$ cat src/rtl/sc_alien_scan_sequencer.sv
// Sweeps the alien index counter once per frame, hit-checking live
// aliens over a req/ack handshake and totalling the acked ones.
module sc_alien_scan_sequencer #(
  parameter int DATAWIDTH_BUS  = 5,
  parameter int ALIVECOUNT_BUS = 6,
  parameter int TIMEOUT_CYCLES = 16
) (
  input  logic                      SC_COUNTER_CLOCK_50,
  input  logic                      SC_COUNTER_RESET_InLow,
  input  logic                      SC_SCAN_start_InLow,
  input  logic [DATAWIDTH_BUS-1:0]  SC_SCAN_index_InBus,
  input  logic                      SC_SCAN_eoc_InLow,
  input  logic                      SC_SCAN_alive_In,
  input  logic                      SC_SCAN_ack_In,
  output logic                      SC_SCAN_count_OutLow,
  output logic                      SC_SCAN_req_Out,
  output logic                      SC_SCAN_busy_Out,
  output logic                      SC_SCAN_done_OutLow,
  output logic [ALIVECOUNT_BUS-1:0] SC_SCAN_alivecount_OutBus,
  output logic                      SC_SCAN_timeout_Out,
  output logic                      SC_SCAN_syncerr_Out
);

  localparam int TW =
    (TIMEOUT_CYCLES > 1) ? $clog2(TIMEOUT_CYCLES) : 1;
  localparam logic [TW-1:0] TLAST = TW'(TIMEOUT_CYCLES - 1);

  typedef enum logic [2:0] {
    IDLE,
    CHECK,
    WAIT_ACK,
    STEP,
    DONE
  } state_t;

  state_t                    state_q, state_d;
  logic                      last_q, last_d;
  logic [TW-1:0]             timer_q, timer_d;
  logic                      req_q, req_d;
  logic                      busy_q, busy_d;
  logic                      done_n_q, done_n_d;
  logic [ALIVECOUNT_BUS-1:0] alivecount_q, alivecount_d;
  logic                      timeout_q, timeout_d;
  logic                      syncerr_q, syncerr_d;

  always_comb begin
    state_d      = state_q;
    last_d       = last_q;
    timer_d      = timer_q;
    req_d        = req_q;
    busy_d       = busy_q;
    done_n_d     = done_n_q;
    alivecount_d = alivecount_q;
    timeout_d    = timeout_q;
    syncerr_d    = syncerr_q;
    unique case (state_q)
      IDLE: begin
        busy_d = 1'b0;
        if (!SC_SCAN_start_InLow) begin
          state_d      = CHECK;
          busy_d       = 1'b1;
          alivecount_d = '0;
          timeout_d    = 1'b0;
          syncerr_d    = (SC_SCAN_index_InBus != '0);
        end
      end
      CHECK: begin
        last_d = ~SC_SCAN_eoc_InLow;
        if (SC_SCAN_alive_In) begin
          req_d   = 1'b1;
          timer_d = '0;
          state_d = WAIT_ACK;
        end else begin
          state_d = STEP;
        end
      end
      WAIT_ACK: begin
        // ack takes priority over an expiring timer
        if (SC_SCAN_ack_In) begin
          req_d   = 1'b0;
          state_d = STEP;
          if (alivecount_q != '1)
            alivecount_d = alivecount_q + 1'b1;
        end else if (timer_q == TLAST) begin
          req_d     = 1'b0;
          timeout_d = 1'b1;
          state_d   = STEP;
        end else begin
          timer_d = timer_q + 1'b1;
        end
      end
      STEP: begin
        if (last_q) begin
          state_d  = DONE;
          busy_d   = 1'b0;
          done_n_d = 1'b0;
        end else begin
          state_d = CHECK;
        end
      end
      DONE: begin
        done_n_d = 1'b1;
        state_d  = IDLE;
      end
      default: state_d = IDLE;
    endcase
  end

  always_ff @(posedge SC_COUNTER_CLOCK_50 or
              negedge SC_COUNTER_RESET_InLow) begin
    if (!SC_COUNTER_RESET_InLow) begin
      state_q      <= IDLE;
      last_q       <= 1'b0;
      timer_q      <= '0;
      req_q        <= 1'b0;
      busy_q       <= 1'b0;
      done_n_q     <= 1'b1;
      alivecount_q <= '0;
      timeout_q    <= 1'b0;
      syncerr_q    <= 1'b0;
    end else begin
      state_q      <= state_d;
      last_q       <= last_d;
      timer_q      <= timer_d;
      req_q        <= req_d;
      busy_q       <= busy_d;
      done_n_q     <= done_n_d;
      alivecount_q <= alivecount_d;
      timeout_q    <= timeout_d;
      syncerr_q    <= syncerr_d;
    end
  end

  // decoded from state so the counter steps at the edge closing STEP
  assign SC_SCAN_count_OutLow      = (state_q != STEP);
  assign SC_SCAN_req_Out           = req_q;
  assign SC_SCAN_busy_Out          = busy_q;
  assign SC_SCAN_done_OutLow       = done_n_q;
  assign SC_SCAN_alivecount_OutBus = alivecount_q;
  assign SC_SCAN_timeout_Out       = timeout_q;
  assign SC_SCAN_syncerr_Out       = syncerr_q;

endmodule
$ cat config.mk
export PLATFORM = sky130hd
export DESIGN_NAME = sc_alien_scan_sequencer
export DESIGN_NICKNAME = d
export VERILOG_FILES = /design/src/rtl/sc_alien_scan_sequencer.sv
export SDC_FILE = /design/constraint.sdc
export NUM_CORES = 1
export LEC_CHECK = 0
export CAP_MARGIN = 40
export CORE_UTILIZATION = 48
export CTS_CLUSTER_SIZE = 24
export DETAILED_ROUTE_END_ITERATION = 8
export MAX_ROUTING_LAYER = met4
export PLACE_DENSITY_LB_ADDON = 0.2
export SETUP_SLACK_MARGIN = 0.05
export SLEW_MARGIN = 0
export SYNTH_ARGS = -nofsm -noshare
export SYNTH_HDL_FRONTEND = slang
export SYNTH_SLANG_ARGS = --single-unit
$ cat constraint.sdc
create_clock -name SC_COUNTER_CLOCK_50 -period 1.65 [get_ports SC_COUNTER_CLOCK_50]
set_clock_uncertainty 0.05 [all_clocks]
set_input_delay 0.4125 -clock SC_COUNTER_CLOCK_50 [delete_from_list [all_inputs] [get_ports SC_COUNTER_CLOCK_50]]
set_output_delay 0.4125 -clock SC_COUNTER_CLOCK_50 [all_outputs]
set_load 0.01 [all_outputs]
==> flow_summary_export.csv, run 1 <==
group,metric,value,unit
worst_setup_path,rrSetupSlack,0.08,ns
yosys,yosys_register_bits,19,
timing,relSlewSlack,76.4,%
timing,fin_crit_sh,95.4,%
pwr,total_power,2150,uW
route,drc,0,
route,wl_per_cell,13.1,um
yosys,synth_flop_cell,"dfrtp_1",
flow_run,maxCapViolCount,0,
clock_tree,cts.clk_slew.worst_paths,0.11,ns
route,viasPerCell,5.41,
yosys,synth_area,1010,um^2
floorplan,core-area,1960,um^2
run_status,status,"completed",
pwr,p_leak,0.000635,uW
timing,hold-worst-slack,0.378,ns
worst_hold_path,hp-class,"input pin to async pin",
yosys,yosys.area_share.xor_xnor,4.35,%
timing,fmax,635,MHz
global_routing,grt_max_degree,20,
route,drt_iter0_drc,8,
worst_setup_path,cp_data_required_time,1.78,ns
timing,tightest_slew,0.353,ns
route,drt.antenna.violating_nets,0,
global_routing,use_met2,34.6,%
route,wirelength,2210,um
yosys,async_reset_ff_share,100,%
global_routing,antenna_found_initial,0,
worst_setup_path,cp-start-kind,"flip-flop",
global_routing,grt_pass1_wl,3330,um
worst_setup_path,r2r-end,"SC_SCAN_alivecount_OutBus[3]",
pwr,irDropWorstVdd,0.00104,V
clock_tree,ctsLongestPathBuffers,2,
layout,final_nets,156,
timing,rsz0062_at_grt,"true",
clock_tree,postCtsHoldBufs,0,
placement,placed_area,1330,um^2
yosys,syn_area_per_cell,10.1,um^2
yosys,synth_compound_area_share,16.4,%
yosys,ys_warn_count,0,
floorplan,ioPinCount,23,
timing,report.final.slew_viol_count,0,
global_routing,grt_pass1_vias,783,
clock_tree,cts_num_sinks,19,
placement,io_buffers,22,
worst_setup_path,crit_path_end_kind,"flip-flop",
floorplan,die_w,47.8,um
timing,setup_viol,0,
timing,finalSetupTns,0,ns
layout,stdcell_area,1400,um^2
worst_setup_path,r2r-start,"state_q[2]",
global_routing,grt_use_total,22.4,%
worst_setup_path,worstSetupPathType,"flip-flop to flip-flop",
layout,num_antenna_cells,0,
layout,drive_gt1_share,23.2,%
yosys,synthCells,100,
clock_tree,cts_root_buf,"clkbuf_4",
clock_tree,clock_latency,0.30,ns
yosys,synthesis.nets,113,
pwr,power_density,1540,nW/um^2
timing,hold_viol,0,
clock_tree,cts_inserted_buffers,3,
route,drt-pass1-iter-count,4,
yosys,synth_top_family_by_area,"simple AND/OR/NAND/NOR gates",
placement,place.detailed.hpwl,1520,um
placement,gp_congestion,0.879,
layout,synthToLayoutAreaGrowth,38.8,%
yosys,yosys.area_share.adder,2.48,%
worst_setup_path,rr_worst_depth,5,
floorplan,dieHeight,47.8,um
worst_setup_path,arrival,1.71,ns
yosys,ys_seq_area_share,47.3,%
global_routing,top_usage_layer,"met2",
route,route.vias.total,914,
layout,fillCellCount,161,
clock_tree,htreeDepth,1,
clock_tree,cts_tree,"yes",
timing,fin_crit,1.57,ns
layout,postLayoutCoreUtil,71.2,%
floorplan,dieArea,2290,um^2
global_routing,grt.overflow.total,0,
yosys,yosysUniqueCellTypes,33,
floorplan,initial_core_util,51.3,%
global_routing,met1_usage,25.9,%
global_routing,grtUsageMet3,4.15,%
worst_setup_path,worst-path-max-fanout,8,
yosys,muxShareOfSynthArea,3.11,%
floorplan,row_count,16,
yosys,synthSimpleGateAreaFrac,22.5,%
yosys,synth-edff-count,0,
==> per-layer routing <==
metal  vias up  wire (um)
li1        445          -
met1       441        971
met2        22       1090
met3         6         98
met4         0         53
met5         -          0
==> flip-flops by register name, summed over array words and instances, names as in the netlist <==
register	cells
timer_q	4
SC_SCAN_done_OutLow	1
SC_SCAN_timeout_Out	1
SC_SCAN_busy_Out	1
SC_SCAN_req_Out	1
SC_SCAN_syncerr_Out	1
state_q	3
SC_SCAN_alivecount_OutBus	6
last_q	1
==> cells in the mapped netlist, types with 2 or more instances <==
master	instances	area [um^2]
a21oi_1	8	40.0
a31oi_1	3	18.8
and3_1	3	18.8
buf_6	2	22.5
dfrtp_1	18	450
ha_1	2	25.0
inv_1	2	7.51
mux2i_1	2	20.0
nand2_1	10	37.5
nand3_1	3	15.0
nand4_1	2	12.5
nor2_1	10	37.5
nor2b_1	4	25.0
nor3_1	2	10.0
o21ai_0	2	10.0
o21ai_1	2	10.0
o22ai_1	2	12.5
o2bb2ai_1	5	43.8
xnor2_1	2	17.5
xor2_1	3	26.3
==> critical path: stages, from the launching register on <==
cell	delay, ns
dfrtp_1	0.43
buf_6	0.14
or3b_4	0.43
a31oi_2	0.18
nor2_2	0.09
o2bb2ai_1	0.15
==> cell type report <==
class / count / area (um^2) / share of cell area (%)
clock buffers: 3 / 22.5 / 1.61
clock inverters: 1 / 5.00 / 0.358
inverters: 2 / 7.51 / 0.537
multi-input cells: 75 / 495 / 35.5
flip-flops and latches: 19 / 477 / 34.1
well taps: 27 / 33.8 / 2.42
repair buffers: 42 / 357 / 25.5
==> worst max path at each step <==
stage | cells after the start | end | startpoint
after global placement | 5 | SC_SCAN_alivecount_OutBus[5] | SC_SCAN_ack_In
after CTS | 5 | SC_SCAN_alivecount_OutBus[3] | state_q[2]
after detailed placement | 3 | state_q[0] | SC_SCAN_alive_In
final | 5 | SC_SCAN_alivecount_OutBus[3] | state_q[2]
after floorplan | 4 | SC_SCAN_alivecount_OutBus[1] | state_q[2]
after global routing | 3 | SC_SCAN_count_OutLow | state_q[2]
==> kinds of logic (layout without fill, tap and decap cells) <==
logic type | after synthesis | in the layout
adders and majority gates | 2 | 2
DFF | 19 | 19
xor gates and xnor gates | 5 | 5
buffers and inverters | 6 | 48
muxes | 3 | 3
AOI/OAI and AO/OA | 25 | 25
and+or+nand+nor | 40 | 40
==> metrics by stage <==
| stage | std cells | setup WS (ns) |
|---|---|---|
| finish | 169 | 0.0755 |
| global route | 169 | 0.0365 |
| CTS | 167 | 0.0500 |
| detailed placement | 158 | -0.122 |
| global placement | 158 | -0.0250 |
| floorplan | 100 | 0.259 |
==> repair_timing <==
item,in CTS,in global routing
pin swaps,0,1
endpoints found under the setup margin,13,10
gates resized for setup,17,2
buffers inserted,5,2
==> placed cells by master (no fill, tap or decap), types with 3 or more instances in the layout <==
cell type        Yosys  layout
a21oi_1              8       8
nor2b_1              4       3
and3_1               3       3
dlygate4sd2_1        0      10
clkbuf_4             0       3
buf_4                0      19
o2bb2ai_1            5       5
nor2_1              10      10
xor2_1               3       3
clkdlybuf4s50_1      0      10
a31oi_1              3       3
nand2_1             10      10
nand3_1              3       3
dfrtp_1             18      18
==> power by group <==
group	switching [uW]	internal (uW)	total, uW	leakage [uW]
registers	118	637	755	0.000240
clock network	146	90.2	236	0.0000177
logic	567	591	1160	0.000377
total	832	1320	2150	0.000635
Note: power is estimated with default switching activity, not from simulation.
==> inputs of run 2 (changes only) <==
REMOVE_ABC_BUFFERS = 1   (was unset)
==> flow_summary_export.csv, run 2 (same netlist as run 1, synthesis figures left out) <==
group,metric,value,unit
run_status,status,"completed",
clock_tree,ctsLongestPathBuffers,2,
timing,fmax,630,MHz
layout,largest_reg_flops,6,
timing,relSlewSlack,76.4,%
floorplan,dieArea,2290,um^2
floorplan,row_count,16,
route,wirelength,2190,um
layout,layout_common_cells,"17 x dfrtp_1, 17 x buf_4",
timing,fin_crit_sh,96.2,%
global_routing,grt_use_total,22.9,%
layout,stdcell_area,1400,um^2
timing,rsz0062_at_grt,"true",
floorplan,initial_core_util,51.3,%
worst_setup_path,cp-start-kind,"flip-flop",
timing,report.final.slew_viol_count,0,
timing,tightest_slew,0.351,ns
placement,gp_congestion,0.768,
clock_tree,cts.clk_slew.worst_paths,0.11,ns
floorplan,ioPinCount,23,
floorplan,core-area,1960,um^2
placement,io_buffers,22,
layout,drive_gt1_share,22.7,%
worst_setup_path,arrival,1.12,ns
clock_tree,cts_root_buf,"clkbuf_4",
pwr,p_leak,0.000628,uW
worst_hold_path,hp-class,"input pin to async pin",
global_routing,grt_pass1_wl,3420,um
worst_setup_path,cp_data_required_time,1.19,ns
route,viasPerCell,5.42,
worst_setup_path,worstSetupPathType,"flip-flop to output port",
route,drc,0,
global_routing,grt_max_degree,12,
layout,synthToLayoutAreaGrowth,39.4,%
route,drt-pass1-iter-count,4,
global_routing,antenna_found_initial,0,
route,drt.antenna.violating_nets,0,
flow_run,maxCapViolCount,0,
floorplan,die_w,47.8,um
layout,final_nets,155,
layout,fin_cells,168,
pwr,power_density,1550,nW/um^2
worst_setup_path,crit_path_end_kind,"output port",
clock_tree,clock_latency,0.30,ns
placement,place.detailed.hpwl,1550,um
pwr,total_power,2170,uW
route,drt_iter0_drc,10,
route,wl_per_cell,13.0,um
clock_tree,cts_inserted_buffers,3,
clock_tree,htreeDepth,1,
placement,dp.cells,159,
layout,postLayoutCoreUtil,71.6,%
global_routing,grt_pass1_vias,802,
clock_tree,cts_tree,"yes",
worst_setup_path,crit_start,"state_q[2]",
floorplan,dieHeight,47.8,um
worst_setup_path,r2r-start,"state_q[1]",
timing,hold_viol,0,
pwr,irDropWorstVdd,0.000965,V
clock_tree,cts_num_sinks,19,
timing,fin_crit,1.59,ns
route,route.vias.total,910,
timing,finalSetupTns,0,ns
clock_tree,postCtsHoldBufs,0,
worst_setup_path,worst-path-max-fanout,6,
timing,setup_viol,0,
layout,num_antenna_cells,0,
global_routing,grt.overflow.total,0,
placement,placed_area,1340,um^2
## run 2: final cells by class
type	instances	area [um^2]
clock buffers	4	26.3
repair buffers	40	342
flip-flops and latches	19	478
well taps	27	33.8
multi-input cells	76	517
inverters	2	7.51
fillers	167	558
## run 2: per-layer routing
| metal | vias to the layer above | GRT usage, % | part of all wire, % |
|---|---|---|---|
| li1 | 446 | - | - |
| met1 | 434 | 29.0 | 47 |
| met2 | 22 | 33.5 | 47 |
| met3 | 8 | 4.53 | 3.2 |
| met4 | 0 | 13.9 | 3.3 |
| met5 | - | - | 0 |
## run 2: where the power goes
part           leakage (uW)  total [uW]  internal [uW]  switching (uW)
sequential         0.000239         778            639             138
clock             0.0000150         240           94.2             146
combinational      0.000374        1160            584             571
total              0.000628        2170           1320             856
## run 2: what timing repair did
action / in CTS / in global routing
endpoints found under the setup margin: 12 / 9
resized for setup: 16 / 5
buffers inserted: 3 / 1
cloned: 0 / 1
## run 2: through the flow
stage               worst slack [ns]  hold slack, ns
CTS                           0.0612           0.291
global route                 0.00638           0.276
global placement             0.00914           0.421
floorplan                      0.114          0.0669
finish                        0.0629           0.278
detailed placement           -0.0723           0.432
## run 2: critical path: stages (launching register included)
cell     delay (ns)
dfrtp_2        0.47
nor2b_4        0.15
nand2_1        0.07
buf_2          0.14
## run 2: path summary, 6_finish.rpt
path	slack, ns	depth (start not counted)	to
worst max-delay path	0.06	3	SC_SCAN_count_OutLow
worst min-delay path	0.28	1	SC_SCAN_alivecount_OutBus[1]
worst max register to register	0.11	5	SC_SCAN_alivecount_OutBus[5]
worst min register to register	0.45	2	SC_SCAN_done_OutLow
max in group asynchronous	0.81	2	SC_SCAN_done_OutLow
min in group SC_COUNTER_CLOCK_50	0.45	2	SC_SCAN_done_OutLow
